File: config.mk
export PLATFORM = sky130hd
export DESIGN_NAME = add_seq
export DESIGN_NICKNAME = d
export VERILOG_FILES = /design/src/rtl/add_seq.sv
export SDC_FILE = /design/constraint.sdc
export NUM_CORES = 1
export LEC_CHECK = 0
export BUFFER_PORTS_ARGS = -buffer_cell sky130_fd_sc_hd__buf_2
export CAP_MARGIN = 20
export CORE_MARGIN = 2
export CORE_UTILIZATION = 25
export CTS_CLUSTER_SIZE = 16
export DETAILED_ROUTE_END_ITERATION = 6
export HOLD_SLACK_MARGIN = 0.02
export SLEW_MARGIN = 30
export SYNTH_ARGS = -nofsm -noshare
export SYNTH_HDL_FRONTEND = slang
export SYNTH_SLANG_ARGS = --single-unit
File: constraint.sdc
create_clock -name clk -period 3.3 [get_ports clk]
set_clock_uncertainty 0.15 [all_clocks]
set_input_delay 0.495 -clock clk [delete_from_list [all_inputs] [get_ports clk]]
set_output_delay 0.495 -clock clk [all_outputs]
set_load 0.05 [all_outputs]
File: src/rtl/add_seq.sv
// Multi-cycle adder/subtractor: CHUNK bits per clock through a registered carry chain.
// Optional condition-code flags (zf, sf, of) enabled by defining ADD_SEQ_FLAGS_EN.
module add_seq #(
    parameter int unsigned WIDTH = 64,
    parameter int unsigned CHUNK = 8
) (
    input  logic             clk,
    input  logic             rst,
    input  logic             start,
    input  logic             op,
    input  logic [WIDTH-1:0] a,
    input  logic [WIDTH-1:0] b,
    input  logic             cin,
    output logic             busy,
    output logic             done,
    output logic [WIDTH-1:0] sum,
    output logic             co
`ifdef ADD_SEQ_FLAGS_EN
    ,
    output logic             zf,
    output logic             sf,
    output logic             of
`endif
);

    localparam int unsigned STEPS = WIDTH / CHUNK;
    localparam int unsigned CNT_W = (STEPS > 1) ? $clog2(STEPS) : 1;

    if ((WIDTH % CHUNK) != 0) begin : gen_bad_chunk
        $error("add_seq: WIDTH must be a multiple of CHUNK");
    end

    typedef enum logic [1:0] {StIdle, StRun, StDone} state_e;

    state_e           state_q, state_d;
    logic [CNT_W-1:0] cnt_q, cnt_d;
    logic             carry_q, carry_d;
    logic [WIDTH-1:0] a_q, a_d;
    logic [WIDTH-1:0] b_q, b_d;
    logic [WIDTH-1:0] sum_q, sum_d;
    logic             co_q, co_d;
    logic             busy_q, busy_d;
    logic             done_q, done_d;
`ifdef ADD_SEQ_FLAGS_EN
    logic             zf_q, zf_d;
    logic             sf_q, sf_d;
    logic             of_q, of_d;
`endif

    logic [31:0]      off;
    logic [CHUNK-1:0] chunk_a;
    logic [CHUNK-1:0] chunk_b;
    logic [CHUNK:0]   chunk_res;
    logic             last;

    always_comb begin
        state_d   = state_q;
        cnt_d     = cnt_q;
        carry_d   = carry_q;
        a_d       = a_q;
        b_d       = b_q;
        sum_d     = sum_q;
        co_d      = co_q;
        busy_d    = busy_q;
        done_d    = 1'b0;
`ifdef ADD_SEQ_FLAGS_EN
        zf_d      = zf_q;
        sf_d      = sf_q;
        of_d      = of_q;
`endif
        off       = 32'(cnt_q) * CHUNK;
        chunk_a   = a_q[off +: CHUNK];
        chunk_b   = b_q[off +: CHUNK];
        chunk_res = {1'b0, chunk_a} + {1'b0, chunk_b} + {{CHUNK{1'b0}}, carry_q};
        last      = (cnt_q == CNT_W'(STEPS - 1));

        case (state_q)
            StIdle, StDone: begin
                if (start) begin
                    // Subtraction is a + ~b + 1, so invert b and force the carry-in.
                    a_d     = a;
                    b_d     = op ? ~b : b;
                    carry_d = op ? 1'b1 : cin;
                    cnt_d   = '0;
                    busy_d  = 1'b1;
                    sum_d   = '0;
                    state_d = StRun;
                end else begin
                    state_d = StIdle;
                end
            end
            StRun: begin
                sum_d[off +: CHUNK] = chunk_res[CHUNK-1:0];
                carry_d             = chunk_res[CHUNK];
                cnt_d               = cnt_q + 1'b1;
                if (last) begin
                    co_d    = chunk_res[CHUNK];
                    busy_d  = 1'b0;
                    done_d  = 1'b1;
                    state_d = StDone;
`ifdef ADD_SEQ_FLAGS_EN
                    zf_d    = (sum_d == '0);
                    sf_d    = sum_d[WIDTH-1];
                    of_d    = (a_q[WIDTH-1] == b_q[WIDTH-1]) && (sum_d[WIDTH-1] != a_q[WIDTH-1]);
`endif
                end
            end
            default: state_d = StIdle;
        endcase
    end

    always_ff @(posedge clk) begin
        if (rst) begin
            state_q <= StIdle;
            cnt_q   <= '0;
            carry_q <= 1'b0;
            a_q     <= '0;
            b_q     <= '0;
            sum_q   <= '0;
            co_q    <= 1'b0;
            busy_q  <= 1'b0;
            done_q  <= 1'b0;
`ifdef ADD_SEQ_FLAGS_EN
            zf_q    <= 1'b0;
            sf_q    <= 1'b0;
            of_q    <= 1'b0;
`endif
        end else begin
            state_q <= state_d;
            cnt_q   <= cnt_d;
            carry_q <= carry_d;
            a_q     <= a_d;
            b_q     <= b_d;
            sum_q   <= sum_d;
            co_q    <= co_d;
            busy_q  <= busy_d;
            done_q  <= done_d;
`ifdef ADD_SEQ_FLAGS_EN
            zf_q    <= zf_d;
            sf_q    <= sf_d;
            of_q    <= of_d;
`endif
        end
    end

    assign busy = busy_q;
    assign done = done_q;
    assign sum  = sum_q;
    assign co   = co_q;
`ifdef ADD_SEQ_FLAGS_EN
    assign zf   = zf_q;
    assign sf   = sf_q;
    assign of   = of_q;
`endif

endmodule

# == Word-level counts from Yosys, hierarchy flattened ==
# Index checks and enable logic that the tools add are counted.
# Widths: inputs -> output; s select.
# classes
add_sub_neg,4
n_eq_ne,5
shift,4
n_mux,16
bitwise_logic,2
n_reduce_logical,8
# ops
operator,n
$mux 64,2
$pmux 64 s2,1
$shiftx 64x7->8,2
$bwmux 64,1
$not 64->64,1
$shift 8x34->64 const A,1
$shiftx 8x34->64,1
$neg 6->34,1
$add 8x8->9,1
$add 9x1->9,1
$mux 1,6
$pmux 3 s2,1
$reduce_and 2->1,3
$ne 2x2->1 const B,2
$pmux 1 s2,2
$pmux 2 s2,1
$reduce_or 2->1,2
$add 3x1->3 const B,1
$eq 3x3->1 const B,1
$mux 3,1
$reduce_and 3->1,1
$eq 2x1->1 const B,1
$eq 2x2->1 const B,1
$logic_not 2->1,1
3 further kinds,3
# word_totals
ff_bits,201
inputBits,133
out_inout_bits,67
wordCells,48

# == Depth between registers and ports, before layout ==
# logic_depth
depth_word,6
depth_mapped,13
mapped_depth_nobuf,11

# == Least setup slack after synthesis ==
# Ideal clock, no wire load.
# synth_timing
path_type,register -> register
from,register cnt_q[0]
to,"register sum_q[30], in the netlist sum[30]"
setup_time_ns,0.128
t_arrival_ns,3.194
t_required_ns,3.022
path_slack_ns,-0.171
stages_incl_launch_ff,14
path_buffers,2
synth_period_minus_slack_ns,3.471
path_cell_list,dfxtp_1 > buf_4 > buf_4 > mux4_2 > nand2_1 > nand2_1 > fa_1 > inv_1 > fa_1 > nand2b_1 > a2111oi_0 > a311oi_2 > a2bb2oi_1 > nor2_1
# synth_between
elab_chain_len,6
word_cells_on_any_way,9
cone_classes,add/sub: 3; shift: 4; mux: 2
# synth_rtl
element,line,source
start: declaration,36,"logic [CNT_W-1:0] cnt_q, cnt_d;"
start signal: assignment,130,cnt_q <= cnt_d;
"$shiftx 64x7->8, on equally long branches","72, 73",
$add 8x8->9,74,"chunk_res = {1'b0, chunk_a} + {1'b0, chunk_b} + {{CHUNK{1'b0}}, carry_q};"
$add 9x1->9,74,
$shiftx 8x34->64,93,sum_d[off +: CHUNK] = chunk_res[CHUNK-1:0];
$bwmux 64 *,93,
$pmux 64 s2 *,77,case (state_q)
end signal: assignment,134,sum_q <= sum_d;
end: declaration,40,"logic [WIDTH-1:0] sum_q, sum_d;"
# Mark *: on every way between the ends. The rest lies on a longest branch, timed or not.
# A chain may end at the register's enable or synchronous reset.

# == Final worst setup path ==
# layout_timing
from,register cnt_q[0]
to,"register sum_q[38], in the netlist sum[38]"
# The elaborated chain is that of the path after synthesis.

==> results.md <==
- The first detailed-routing pass took 5 iterations.
- In the post-synthesis netlist, the cell with the most instances is dfxtp_1.
- The violation count after the first detailed-routing iteration is 371.
- The count of pins over their slew limit is 0.
- The sequential fraction of design power is 43.2%.
- Yosys mapped the design onto 45 distinct sky130hd cell types.
- The critical path goes through buf_12, buf_12, buf_4, mux4_2, nand2_1, nand2_1, ha_1, or3b_2, o211ai_1, a311oi_2, buf_4, o21a_1, nor2_1.
- The synthesized area is 9030 sq um.
- Counting flops and latches in the post-synthesis netlist gives 201.
- Pin placement for this block handled 200 I/O pins.
- The switching share of power is 26.8%.
- The detail route stage leaves a number of antenna-violating nets equal to 0.
- The smallest clock period supported by the final layout is computed as 3200 ps.
- The core area is 35600 sq um.
- For the worst-skew pair, the clock arrives at the later sink with an insertion delay of 510 ps.
- The min-delay analysis places its worst path in the category input pin to flip-flop.
- The largest single stage delay on the critical path is 490 ps.
- The sort of element at the start of the critical path is a flip-flop.
- After detailed routing, the number of remaining DRC violations is 0.
- In this run, CTS created clock tree buffers numbering 24.
- The startpoint of the lowest-slack hold path is a[31].
- The floorplan step defined a die boundary enclosing 37600 sq um.
- The headroom to the max-slew limit is 49.0%.
- The total track usage is 13.8%.
- TritonCTS built the clock tree.
- The final HPWL from detailed placement is 19800 um.
- Sorting the synthesized cells by how often they occur yields dfxtp_1 (201), nand2_1 (196), nor2_1 (125).
- The root buffer cell chosen for the clock tree is clkbuf_16.
- The routed via count is 7719.
- The die extent in x is 194 um.
- The worst setup path is captured at a flip-flop.
- For the pin with the worst max-slew slack, the measured transition is 765 ps.
- The final period utilization is 97.0%.
- For this run, the number of Yosys warnings is 0.
- The power per cell area is 530 nW/um^2.
- The endpoint of the most critical register-to-register path is sum[38].
- The kind of cell adding the most delay to the critical path is simple AND/OR/NAND/NOR gates.
- Wires add up to 27100 um.
- The start of the worst register-to-register path is cnt_q[0].
- In the final routed layout, each cell accounts on average for 16.2 um.
- The number of nets in the synthesized netlist is 1158.
- CTS built an H-tree with a depth of 1.
- Cell internal power was estimated by the tool at 4.46 mW.
- The number of antenna violations at the first check in global routing is 1.
- The final setup violation count is 0.
- The total congestion overflow after global routing is 0.
- The final setup TNS is 0 ps.
- The number of stages on the worst hold path is 3.
- Counting both buffers and inverters, the worst setup path holds a total of 4.
- Summed over all nets, the switching power comes to 1.63 mW.
- The fraction of power consumed by combinational cells is 16.0%.
- The first-pass GRT wire length is 41800 um.
- The run finished with clean final reports.
- The relative area change from synthesis to final layout is 27.3%.
- The maximum number of buffers from clock root to sink is 3.
- The routed via count divided by cell count is 4.61.
- The worst reg2reg path depth is 13.
- The overall die height is 194 um.
- The number of input and output port buffers inserted is 199.
- Timing would allow up to 0.312 GHz.
- In this run the static leakage power is 4.55 nW.
- Yosys mapped a number of flops with a built-in enable equal to 0.
- The number of global-route vias before repair is 7420.
- The required time at the endpoint of the critical path is 3600 ps.
- The number of standard cells in the final layout excluding fillers is 1675.
- Entering global routing, the biggest net connects 132 pins.
- The initialized floorplan defines 69 standard-cell rows.
- For hold timing, the worst endpoint is a_q[31].
- VDD sags by at most 0.352 mV.
- Among all flip-flop cells after synthesis, the most frequent one is dfxtp_1.
- The final count of hold timing violations came to 0.
- After technology mapping, the gate count stands at 1009.
- Clock-pin slew was measured on the worst setup and hold paths at 60 ps.
- The number of violations of the max-capacitance limit is 0.
- The post-placement cell count is 1618.
- The clock drives 201 sinks.
- The filler cells instantiated in the layout total 3764.
- The congestion estimate from routability-driven global placement came to 0.833.
- The slowest stage of the critical path is the mux4_2 cell.
- The top cell type by total area after synthesis is dfxtp_1.
- Summed over its instances, the top area cell type makes up 44.6% of the synthesized netlist area.
- In this run, post-CTS hold repair placed 0 buffers.
- The share of the yosys chip area belonging to registers is 44.6%.
- The setup check on the worst reg-to-reg path leaves a slack of 100 ps.
- The peak fanout along the critical path is 10.
- By startpoint and endpoint, the worst setup path is classified as flip-flop to flip-flop.
- The average instance area after synthesis is 8.95 sq um.
- The async set or reset register ratio after synthesis is 0%.
- At the end of the flow, the number of nets in the layout was 1348.
- The initial utilization of the core area, before any placement, comes to 25.4%.
- Of the cells placed in the final design, the portion with a size suffix greater than 1 is 26.8%.
- The clock network fraction of total power is 40.8%.
- At the worst endpoint, the arrival time is 3500 ps.
- Ranked by total cell area, the synthesized netlist is headed by dfxtp_1 (45%), nand2_1 (8.2%), mux4_2 (8.0%).
registers in the layout, summed over array words and instances (netlist names):
| register | count |
|---|---|
| a_q | 64 |
| state_q | 2 |
| co | 1 |
| b_q | 64 |
| sum | 64 |
| done | 1 |
| busy | 1 |
| carry_q | 1 |
| cnt_q | 3 |
worst reg2reg max path, delay by kind of cell, from the launching register on:
kind	cells	cell delay [ps]
AOI/OAI and AO/OA	3	400
adders and majority gates	1	370
buffers and inverters	4	590
DFF	1	390
muxes	1	490
and+or+nand+nor	4	750
cell usage in the layout (no fill, tap or decap), drive strengths merged, types with 5 or more instances in the layout:
cell type,Yosys,routed
mux4,32,32
inv,7,8
nand2b,5,5
a22oi,37,37
o21ai,11,11
nand3,11,11
nor2,125,125
clkbuf,50,38
ha,14,14
o31ai,8,8
a21oi,85,85
nor3,8,8
nand2,196,196
a31oi,6,6
nor2b,6,6
a211oi,65,65
nand4b,5,5
nand3b,8,8
buf,28,241
xnor2,67,67
dfxtp,201,201
through the flow:
step | hold slack, ps | power (mW) | worst slack, ps | utilization [%] | area (sq um)
after floorplan | 283 | 3.28 | 32.3 | - | 9030
after global placement | 292 | 3.62 | 127 | 29.7 | 10600
after detailed placement | 298 | 3.63 | 86.4 | 29.7 | 10600
after CTS | 51.6 | 6.15 | 90.0 | 31.8 | 11300
after global routing | 63.3 | 6.38 | -4.75 | 32.3 | 11500
final | 69.1 | 6.09 | 99.3 | 32.3 | 11500
power by group through the flow:
stage | Sequential (mW) | Clock [mW] | Combinational, mW
final | 2.63 | 2.49 | 0.974
after global routing | 2.64 | 2.66 | 1.07
after CTS | 2.63 | 2.57 | 0.952
after detailed placement | 2.68 | 0 | 0.950
after global placement | 2.68 | 0 | 0.938
after floorplan | 2.67 | 0 | 0.601
cell type report:
cell class                      instances  area, sq um  area share (%)
Clock inverter                          3         18.8           0.163
Timing Repair Buffer                  242         1460            12.7
Tap cell                              461          577            5.02
Sequential cell                       201         4030            35.1
Inverter                                8         30.0           0.261
Multi-Input combinational cell        722         4650            40.5
Clock buffer                           37          721            6.27
Antenna cell                            1         2.50          0.0218
layer usage:
metal | global-route usage (%) | vias to the layer above | routed length [um]
met5 | 0 | - | 0
met4 | 3.65 | 0 | 548
met3 | 2.80 | 38 | 1640
met2 | 22.3 | 205 | 12400
met1 | 18.8 | 3573 | 12500
li1 | - | 3903 | -
cells by family after synthesis:
group           Yosys count  synth area share [%]
simple gates            380                  18.0
compound gates          227                  16.5
flops                   201                  44.6
buf+inv                  86                  4.01
xor+xnor                 67                  6.50
mux                      32                  7.98
fa+ha+maj                16                  2.38
timing repair:
item                                    CTS  global route
endpoints found under the setup margin    0             7
setup buffers                             0            15
resized for setup                         0             3
worst max-delay path by stage:
stage,startpoint,to,slack [ps],cells past startpoint
global placement,cnt_q[0],sum[62],130,13
CTS,cnt_q[0],sum[62],90,13
detailed placement,cnt_q[0],sum[62],90,13
global route,cnt_q[0],sum[30],-5,13
finish,cnt_q[0],sum[38],100,13
floorplan,cnt_q[0],sum[30],30,13
Note: power is estimated with default switching activity, not from simulation.
